--- config.mk ---
export PLATFORM = sky130hd
export DESIGN_NAME = fetch_issue_ctrl
export DESIGN_NICKNAME = d
export VERILOG_FILES = /design/src/rtl/fetch_issue_pkg.sv /design/src/rtl/fetch_issue_ctrl_perf.sv /design/src/rtl/fetch_issue_ctrl.sv
export SDC_FILE = /design/constraint.sdc
export NUM_CORES = 1
export LEC_CHECK = 0
export ABC_AREA = 1
export CAP_MARGIN = 5
export CORE_AREA = 2 2 177 179
export CTS_BUF_LIST = sky130_fd_sc_hd__clkbuf_8
export DETAILED_ROUTE_END_ITERATION = 7
export DIE_AREA = 0 0 179 181
export SLEW_MARGIN = 20
export SYNTH_ARGS = -nofsm -noshare
export SYNTH_HDL_FRONTEND = slang
export SYNTH_SLANG_ARGS = --single-unit
--- constraint.sdc ---
create_clock -name clk -period 6.6 [get_ports clk]
set_clock_uncertainty 0.15 [all_clocks]
set_input_delay 0.99 -clock clk [delete_from_list [all_inputs] [get_ports clk]]
set_output_delay 0.99 -clock clk [all_outputs]
set_load 0.05 [all_outputs]
--- src/rtl/fetch_issue_pkg.sv ---
// Shared encodings for the fetch-to-decode issue controller: states, flag bit
// indices, the idle-slot instruction and a small helper.
package fetch_issue_pkg;

  localparam logic FIC_S_PKT  = 1'b0;
  localparam logic FIC_S_HALF = 1'b1;

  typedef enum logic {
    S_PKT  = FIC_S_PKT,
    S_HALF = FIC_S_HALF
  } fic_state_e;

  // bit k of priv/branch flags refers to instruction k of the packet
  localparam int FIC_INST0 = 0;
  localparam int FIC_INST1 = 1;

  localparam logic [31:0] INST_NOP = 32'h0340_0000;

  function automatic logic [1:0] min2(input logic [1:0] a, input logic [1:0] b);
    return (a < b) ? a : b;
  endfunction

endpackage

--- src/rtl/fetch_issue_ctrl_perf.sv ---
// Issue statistics counters: dual-issue cycles, single-issue cycles and
// cycles where decode had room but the fetch FIFO was empty.
module fetch_issue_perf (
  input  logic        clk,
  input  logic        rst,
  input  logic        pair_inc,
  input  logic        single_inc,
  input  logic        starve_inc,
  output logic [31:0] perf_pair_cnt,
  output logic [31:0] perf_single_cnt,
  output logic [31:0] perf_starve_cnt
);

  logic [31:0] pair_q, pair_d;
  logic [31:0] single_q, single_d;
  logic [31:0] starve_q, starve_d;

  always_comb begin
    pair_d   = pair_q   + {31'd0, pair_inc};
    single_d = single_q + {31'd0, single_inc};
    starve_d = starve_q + {31'd0, starve_inc};
  end

  always_ff @(posedge clk) begin
    if (rst) begin
      pair_q   <= '0;
      single_q <= '0;
      starve_q <= '0;
    end else begin
      pair_q   <= pair_d;
      single_q <= single_d;
      starve_q <= starve_d;
    end
  end

  assign perf_pair_cnt   = pair_q;
  assign perf_single_cnt = single_q;
  assign perf_starve_cnt = starve_q;

endmodule

--- src/rtl/fetch_issue_ctrl.sv ---
// Splits fetch FIFO packets (up to two instructions) across decode slots 0/1
// and pops the FIFO once a packet is fully issued. FETCH_ISSUE_PERF_EN adds counters.
module fetch_issue_ctrl
  import fetch_issue_pkg::*;
#(
  parameter int PC_W   = 32,
  parameter int INST_W = 32
) (
  input  logic              clk,
  input  logic              rst,
  input  logic              flush,
  input  logic              fifo_valid,
  input  logic [INST_W-1:0] fifo_inst0,
  input  logic [INST_W-1:0] fifo_inst1,
  input  logic [PC_W-1:0]   fifo_pc,
  input  logic [PC_W-1:0]   fifo_pc_next,
  input  logic              fifo_pc_taken,
  input  logic [6:0]        fifo_exception,
  input  logic [1:0]        fifo_excp_flag,
  input  logic [1:0]        fifo_priv_flag,
  input  logic [1:0]        fifo_branch_flag,
  output logic              fifo_ready,
  input  logic [1:0]        id_slots,
  output logic              s0_valid,
  output logic              s1_valid,
  output logic [INST_W-1:0] s0_inst,
  output logic [INST_W-1:0] s1_inst,
  output logic [PC_W-1:0]   s0_pc,
  output logic [PC_W-1:0]   s1_pc,
  output logic              s0_priv,
  output logic              s1_priv,
  output logic [1:0]        s0_excp_flag,
  output logic [6:0]        s0_exception,
  output logic              s0_pred_taken,
  output logic              s1_pred_taken,
  output logic [PC_W-1:0]   s0_pred_tgt,
  output logic [PC_W-1:0]   s1_pred_tgt,
  output logic [31:0]       perf_pair_cnt,
  output logic [31:0]       perf_single_cnt,
  output logic [31:0]       perf_starve_cnt
);

  fic_state_e state_q, state_d;

  logic [PC_W-1:0] pc_plus4;
  logic [1:0]      slots, n, k;
  logic            has1, pair;

  assign pc_plus4 = fifo_pc + PC_W'(4);
  assign slots    = (id_slots == 2'd3) ? 2'd2 : id_slots;
  // inst1 exists only when inst0 is the even word and nothing cuts the packet short
  assign has1     = !fifo_pc[2] && (fifo_excp_flag == 2'b00) && !fifo_branch_flag[FIC_INST0];
  assign pair     = has1 && (fifo_priv_flag == 2'b00);

  always_comb begin
    n = 2'd0;
    if (fifo_valid) n = (state_q == S_PKT && pair) ? 2'd2 : 2'd1;
    k = (rst || flush) ? 2'd0 : min2(n, slots);
  end

  always_comb begin
    s0_valid      = (k != 2'd0);
    s1_valid      = (k == 2'd2);
    s1_inst       = fifo_inst1;
    s1_pc         = pc_plus4;
    s1_priv       = fifo_priv_flag[FIC_INST1];
    s1_pred_taken = fifo_pc_taken;
    s1_pred_tgt   = fifo_pc_next;
    if (state_q == S_PKT) begin
      s0_inst       = fifo_inst0;
      s0_pc         = fifo_pc;
      s0_priv       = fifo_priv_flag[FIC_INST0];
      s0_excp_flag  = fifo_excp_flag;
      s0_exception  = fifo_exception;
      s0_pred_taken = has1 ? 1'b0 : fifo_pc_taken;
      s0_pred_tgt   = has1 ? pc_plus4 : fifo_pc_next;
    end else begin
      s0_inst       = fifo_inst1;
      s0_pc         = pc_plus4;
      s0_priv       = fifo_priv_flag[FIC_INST1];
      s0_excp_flag  = 2'b00;
      s0_exception  = 7'd0;
      s0_pred_taken = fifo_pc_taken;
      s0_pred_tgt   = fifo_pc_next;
    end
    if (!s0_valid) s0_inst = INST_NOP;
    if (!s1_valid) s1_inst = INST_NOP;
  end

  always_comb begin
    state_d    = state_q;
    fifo_ready = 1'b0;
    if (flush) begin
      state_d = S_PKT;
    end else if (state_q == S_PKT) begin
      if (k == 2'd1 && has1)        state_d    = S_HALF;
      else if (k != 2'd0 && k == n) fifo_ready = 1'b1;
    end else if (k == 2'd1) begin
      fifo_ready = 1'b1;
      state_d    = S_PKT;
    end
  end

  always_ff @(posedge clk) begin
    if (rst) state_q <= S_PKT;
    else     state_q <= state_d;
  end

`ifndef SYNTHESIS
  always_ff @(posedge clk) begin
    if (!rst && state_q == S_HALF && !flush)
      assert (fifo_valid) else $error("fetch_issue_ctrl: fifo_valid dropped with inst1 pending");
  end
`endif

`ifdef FETCH_ISSUE_PERF_EN
  fetch_issue_perf u_perf (
    .clk             (clk),
    .rst             (rst),
    .pair_inc        (k == 2'd2),
    .single_inc      (k == 2'd1),
    .starve_inc      (id_slots != 2'd0 && !fifo_valid && !flush),
    .perf_pair_cnt   (perf_pair_cnt),
    .perf_single_cnt (perf_single_cnt),
    .perf_starve_cnt (perf_starve_cnt)
  );
`else
  assign perf_pair_cnt   = 32'd0;
  assign perf_single_cnt = 32'd0;
  assign perf_starve_cnt = 32'd0;
`endif

endmodule

Word-level counts from Yosys, hierarchy flattened. Cells that the tools add are included.

Add/subtract/negate cells: 1. Order comparisons: 1. Eq/ne operators: 4. Mux-type cells: 24. Bitwise operators: 1. Reduce and logical (&&, ||, !) cells: 13.

Operator list (number): 32-bit two-way mux (6); 32-bit by 3-bit adder with 32-bit output (second input constant) (1); 2-bit two-way mux (6); 1-bit two-way mux (11); 7-bit two-way mux (1); 1-bit logical AND (6); 2-bit == test (second input constant) (2); 2-bit logical NOT (2); 2-bit by 1-bit == test with 1-bit output (second input constant) (1); 2-bit == test (1); 1-bit logical NOT (2); 2-bit < comparator (1); 2-bit nonzero test (1); 2-bit OR reduction (1); 1-bit logical OR (1); 1-bit NOT (1).

Bits in registers: 1. Input bits: 148. Output and inout bits: 304. Logic and storage cells: 45.

Longest topological paths before layout. Gate-level depths: netlist (run 1).

Depth in word-level cells: 16. Gate-level depth with buffers: 15. Depth with buffers taken out: 14.

Worst setup path before layout (run 1). OpenSTA, ideal clock, no wires.

Kind: input to output. Start point: in fifo_pc[2]. End point: out s0_inst[10]. Data arrival time: 3225 ps. Data required time: 5460 ps. Setup slack: 2235 ps. Cell stages on the path: 13. Buffers on the path: 1. Cells stage by stage: nor2_1 -> nand2_1 -> inv_1 -> nand3_1 -> nor2_1 -> ha_1 -> nand2_1 -> a21oi_1 -> nand2_2 -> nand2_2 -> inv_2 -> buf_2 -> a21oi_1.

Cells in the longest elaborated chain, start to end: 12.

RTL lines: start: declaration (RTL line fetch_issue_ctrl.sv:15) `input logic [PC_W-1:0] fifo_pc,`; 1-bit logical NOT * (RTL line fetch_issue_ctrl.sv:52) `assign has1 = !fifo_pc[2] && (fifo_excp_flag == 2'b00) && !fifo_branch_flag[FIC_INST0];`; 1-bit logical AND * (2 in series) (RTL line fetch_issue_ctrl.sv:52); 1-bit logical AND * (RTL line fetch_issue_ctrl.sv:53) `assign pair = has1 && (fifo_priv_flag == 2'b00);`; 1-bit logical AND * (RTL line fetch_issue_ctrl.sv:57) `if (fifo_valid) n = (state_q == S_PKT && pair) ? 2'd2 : 2'd1;`; 2-bit two-way mux * (2 in series) (RTL line fetch_issue_ctrl.sv:57); 2-bit < comparator (RTL line fetch_issue_pkg.sv:20) `return (a < b) ? a : b;`; 2-bit two-way mux * (RTL line fetch_issue_pkg.sv:20); 2-bit two-way mux * (RTL line fetch_issue_ctrl.sv:58) `k = (rst || flush) ? 2'd0 : min2(n, slots);`; 2-bit nonzero test * (RTL line fetch_issue_ctrl.sv:62) `s0_valid = (k != 2'd0);`; net s0_valid (RTL line fetch_issue_ctrl.sv:24) `output logic s0_valid,`; 32-bit two-way mux * (RTL line fetch_issue_ctrl.sv:86) `if (!s0_valid) s0_inst = INST_NOP;`; end: declaration (RTL line fetch_issue_ctrl.sv:26) `output logic [INST_W-1:0] s0_inst,`.

The timed path passes the listed nets; every way through them passes the cells marked *.

Worst setup path after layout (run 1).
Start point: in fifo_pc[2]. End point: out s0_inst[0].

Cells in the longest elaborated chain, start to end: 12.

RTL lines (RTL line): 1-bit logical NOT * (fetch_issue_ctrl.sv:52); 1-bit logical AND * (2 in series) (fetch_issue_ctrl.sv:52); 1-bit logical AND * (fetch_issue_ctrl.sv:53); 1-bit logical AND * (fetch_issue_ctrl.sv:57); 2-bit two-way mux * (2 in series) (fetch_issue_ctrl.sv:57); 2-bit < comparator (fetch_issue_pkg.sv:20); 2-bit two-way mux * (fetch_issue_pkg.sv:20); 2-bit two-way mux * (fetch_issue_ctrl.sv:58); 2-bit nonzero test * (fetch_issue_ctrl.sv:62); 32-bit two-way mux * (fetch_issue_ctrl.sv:86).

Every way passes the cells marked *; elsewhere a longest branch is shown, timed or not.

==> results of run 1 <==
-- per-layer routing --
| metal | vias up | wire length (microns) | GRT usage, % |
|---|---|---|---|
| li1 | 2448 | - | - |
| met1 | 2224 | 7467 | 12.58 |
| met2 | 290 | 11150 | 24.11 |
| met3 | 14 | 1939 | 1.978 |
| met4 | 0 | 207 | 1.008 |
| met5 | - | 0 | 0 |
-- worst max-delay path by stage --
stage	startpoint	depth (start not counted)	endpoint
6_report	fifo_pc[2]	15	s0_inst[0]
5_1_grt	fifo_pc[2]	14	s0_inst[14]
4_1_cts	fifo_pc[2]	15	s0_inst[0]
3_5_place_dp	fifo_pc[2]	15	s0_inst[14]
3_3_place_gp	fifo_pc[2]	14	s0_inst[14]
2_1_floorplan	fifo_pc[2]	13	s0_inst[10]
-- logic make-up (layout without fill, tap and decap cells) --
| logic type | count (synthesis) | after routing | share of synthesized area, % |
|---|---|---|---|
| xor+xnor | 27 | 27 | 7.796 |
| simple gates | 371 | 371 | 43.50 |
| flops | 1 | 1 | 0.5400 |
| compound gates | 52 | 52 | 8.235 |
| other cells | 1 | 98 | 0.1012 |
| fa+ha+maj | 3 | 3 | 1.013 |
| buf+inv | 240 | 435 | 38.81 |
-- cell usage after synthesis (all sizes together) (2+ instances only) --
cell / count
buf: 144
nor3: 9
xor2: 23
o211ai: 3
nand3: 14
nand4: 6
nor2: 72
xnor2: 4
ha: 3
or2: 2
nand3b: 3
inv: 76
a21oi: 32
nand2: 263
clkbuf: 19
o21ai: 17
-- power groups by stage --
stage / clock [mW] / combinational, mW / sequential (mW)
detailed placement: 0 / 0.626 / 0.00594
CTS: 0 / 0.627 / 0.00594
floorplan: 0 / 0.451 / 0.00618
global route: 0 / 0.652 / 0.00595
global placement: 0 / 0.625 / 0.00593
finish: 0.0000000405 / 0.622 / 0.00593
-- metrics by stage --
step           setup WS, ns  cells  power (mW)
2_1_floorplan         2.235    790      0.4570
3_3_place_gp         0.9000   1381      0.6312
3_5_place_dp         0.8270   1381      0.6317
4_1_cts              0.8093   1381      0.6333
5_1_grt              0.6269   1381      0.6582
6_report             0.9251   1383      0.6281
-- tightest hold or removal path, cell delays in order, from the launching register on --
cell and delay (ns):
dfxtp_4 0.46, o21ai_0 0.15, inv_1 0.06, nor2_1 0.08
nor2_1 0.05
-- cell type report --
cell class / count / area [sq um] / area share [%]
timing repair buffer: 358 / 3566 / 50.99
multi-input combinational: 549 / 2613 / 37.36
tap: 396 / 495.5 / 7.085
sequential: 1 / 23.77 / 0.3400
inverter: 77 / 290.3 / 4.151
antenna: 2 / 5.005 / 0.07157
==> run_results.csv, run 1 <==
group,metric,value,unit
critical_path,cp_slowest_cell,"clkdlybuf4s50_1",
final_layout,reg_top3,"state_q x1",
global_routing,grt_overflow,0,
final_layout,final_cell_area,0.006993,sq mm
drt,via_per_inst,3.598,
global_routing,antenna_found_initial,3,
synthesis,yosys_warnings,0,
critical_path,cp.arrival,4.53,ns
critical_path,reg2reg_setup_slack,4.23,ns
die,rows,64,
die,die-width,179,microns
synthesis,synth_top_area_share,27.13,%
sta,timing.hold.ws,0.7187,ns
final_layout,largest_reg_flops,1,
drt,routed_wl,20.76,mm
drt,drcViolationCount,0,
power_and_ir_drop,p_int,0.1965,mW
power_and_ir_drop,clockPowerShare,0,%
hold_path,whs_path_depth,4,
synthesis,syn_inst,695,
critical_path,cp.required,5.46,ns
power_and_ir_drop,power_density,89.81,mW/mm^2
critical_path,reg2reg_to,"state_q$_SDFF_PP0_",
die,initial_core_util,12.22,%
clock_network,clkTransAtPathRegs,0,ns
drt,wl_per_cell,15.01,microns
synthesis,yosysUniqueCellTypes,37,
final_layout,post-route-util,23.04,%
drt,vias,4976,
die,io_pins,452,
flow_run,maxCapViolations,0,
power_and_ir_drop,power.leakage,3.139,nW
synthesis,synthArstFlopShare,0,%
critical_path,cp-start-kind,"primary input",
critical_path,critical_path_class,"primary input to output pin",
synthesis,synth_area,0.003707,sq mm
power_and_ir_drop,worst_ir_drop_vdd,0.00003394,V
sta,rsz0062_at_grt,"false",
clock_network,cts_setup_buffers,0,
die,core-area,0.03035,sq mm
power_and_ir_drop,seq_power_share,0.9,%
critical_path,end_kind,"output pin",
hold_path,holdCritStartpoint,"state_q$_SDFF_PP0_",
critical_path,worstPathBufferInverterCount,5,
critical_path,crit_chain,"clkdlybuf4s50_1 -> nor2_1 -> nand2_1 -> inv_1 -> nand3_1 -> nor2_1 -> ha_1 -> inv_1 -> nand2_1 -> a21oi_1 -> nand2_2 -> nand2_2 -> inv_2 -> a21oi_1 -> clkdlybuf4s50_1",
drt,drt_iter0_markers,164,
final_layout,drive_above_1_share,5.787,%
global_routing,grt_first_pass_wirelength,28.77,mm
sta,hold_violations,0,
final_layout,mostFrequentLayoutCell,"clkdlybuf4s50_1",
hold_path,hp-class,"flip-flop to flip-flop",
global_routing,grt_pass1_vias,4694,
sta,worst_pin_slew,1.003,ns
drt,ant_nets,0,
synthesis,ys_seq_area_share,0.5400,%
die,die_area,0.03240,sq mm
synthesis,synth_area_leaders,"buf_4, nand2_1, inv_1",
critical_path,worstPathMaxFanout,29,
placed_design,place_area,0.006988,sq mm
final_layout,fillers,3442,
synthesis,synth_top_area_cell,"buf_4",
drt,drt-pass1-iter-count,4,
synthesis,synth_edf_count,0,
sta,fin_crit,5.675,ns
clock_network,clkLatencyLatePin,0,ns
sta,tns,0,ns
final_layout,syn2layout_area_growth,88.63,%
final_layout,nets,1138,
global_routing,globalRouteTotalUtil,11.74,%
clock_network,cts_resized,0,
global_routing,grt_max_degree,51,
critical_path,r2r_cells,12,
placed_design,dp_hpwl,18.45,mm
final_layout,layout_common_cells,"clkdlybuf4s50_1, nand2_1, conb_1, inv_1, nor2_1",
power_and_ir_drop,comb_power_share,99.1,%
critical_path,crit-reg2reg-launch,"state_q$_SDFF_PP0_",
critical_path,crit_path_max_incr_delay,0.84,ns
power_and_ir_drop,p_sw_share,68.71,%
placed_design,numPortBuffers,354,
sta,fin_crit_sh,85.98,%
synthesis,synth-main-ff-cell,"dfxtp_1",
hold_path,hold_end,"state_q$_SDFF_PP0_",
synthesis,syn_area_per_cell,5.334,sq um
sta,finalSetupViolCount,0,
synthesis,synth_seq_cells,1,
placed_design,place_congestion,0.8199,
power_and_ir_drop,switchingPower,0.4315,mW
sta,slew_violations,0,
final_layout,largest-register,"state_q",
sta,timing.slew.headroom,33.04,%
critical_path,worst_path_dominant_cell_family,"buffers and inverters",
run_status,status,"finished clean",
die,fp.dieH,181,microns
clock_network,holdBufCountCts,0,
sta,max_freq,176.2,MHz
Note: power is estimated with default switching activity, not from simulation.
==> inputs of run 2 (changes only) <==
--- a/config.mk
+++ b/config.mk
@@ -11,7 +11,6 @@
 export CTS_BUF_LIST = sky130_fd_sc_hd__clkbuf_8
 export DETAILED_ROUTE_END_ITERATION = 7
 export DIE_AREA = 0 0 179 181
-export SLEW_MARGIN = 20
 export SYNTH_ARGS = -nofsm -noshare
 export SYNTH_HDL_FRONTEND = slang
 export SYNTH_SLANG_ARGS = --single-unit
==> results of run 2 <==
Final layout, timing and power as in run 1 (identical DEF).
==> inputs of run 3 (changes only) <==
--- a/config.mk
+++ b/config.mk
@@ -11,6 +11,7 @@
 export CTS_BUF_LIST = sky130_fd_sc_hd__clkbuf_8
 export DETAILED_ROUTE_END_ITERATION = 7
 export DIE_AREA = 0 0 179 181
+export GPL_TIMING_DRIVEN = 1
 export SYNTH_ARGS = -nofsm -noshare
 export SYNTH_HDL_FRONTEND = slang
 export SYNTH_SLANG_ARGS = --single-unit
==> results of run 3 <==
Final layout, timing and power as in run 1 (identical DEF).
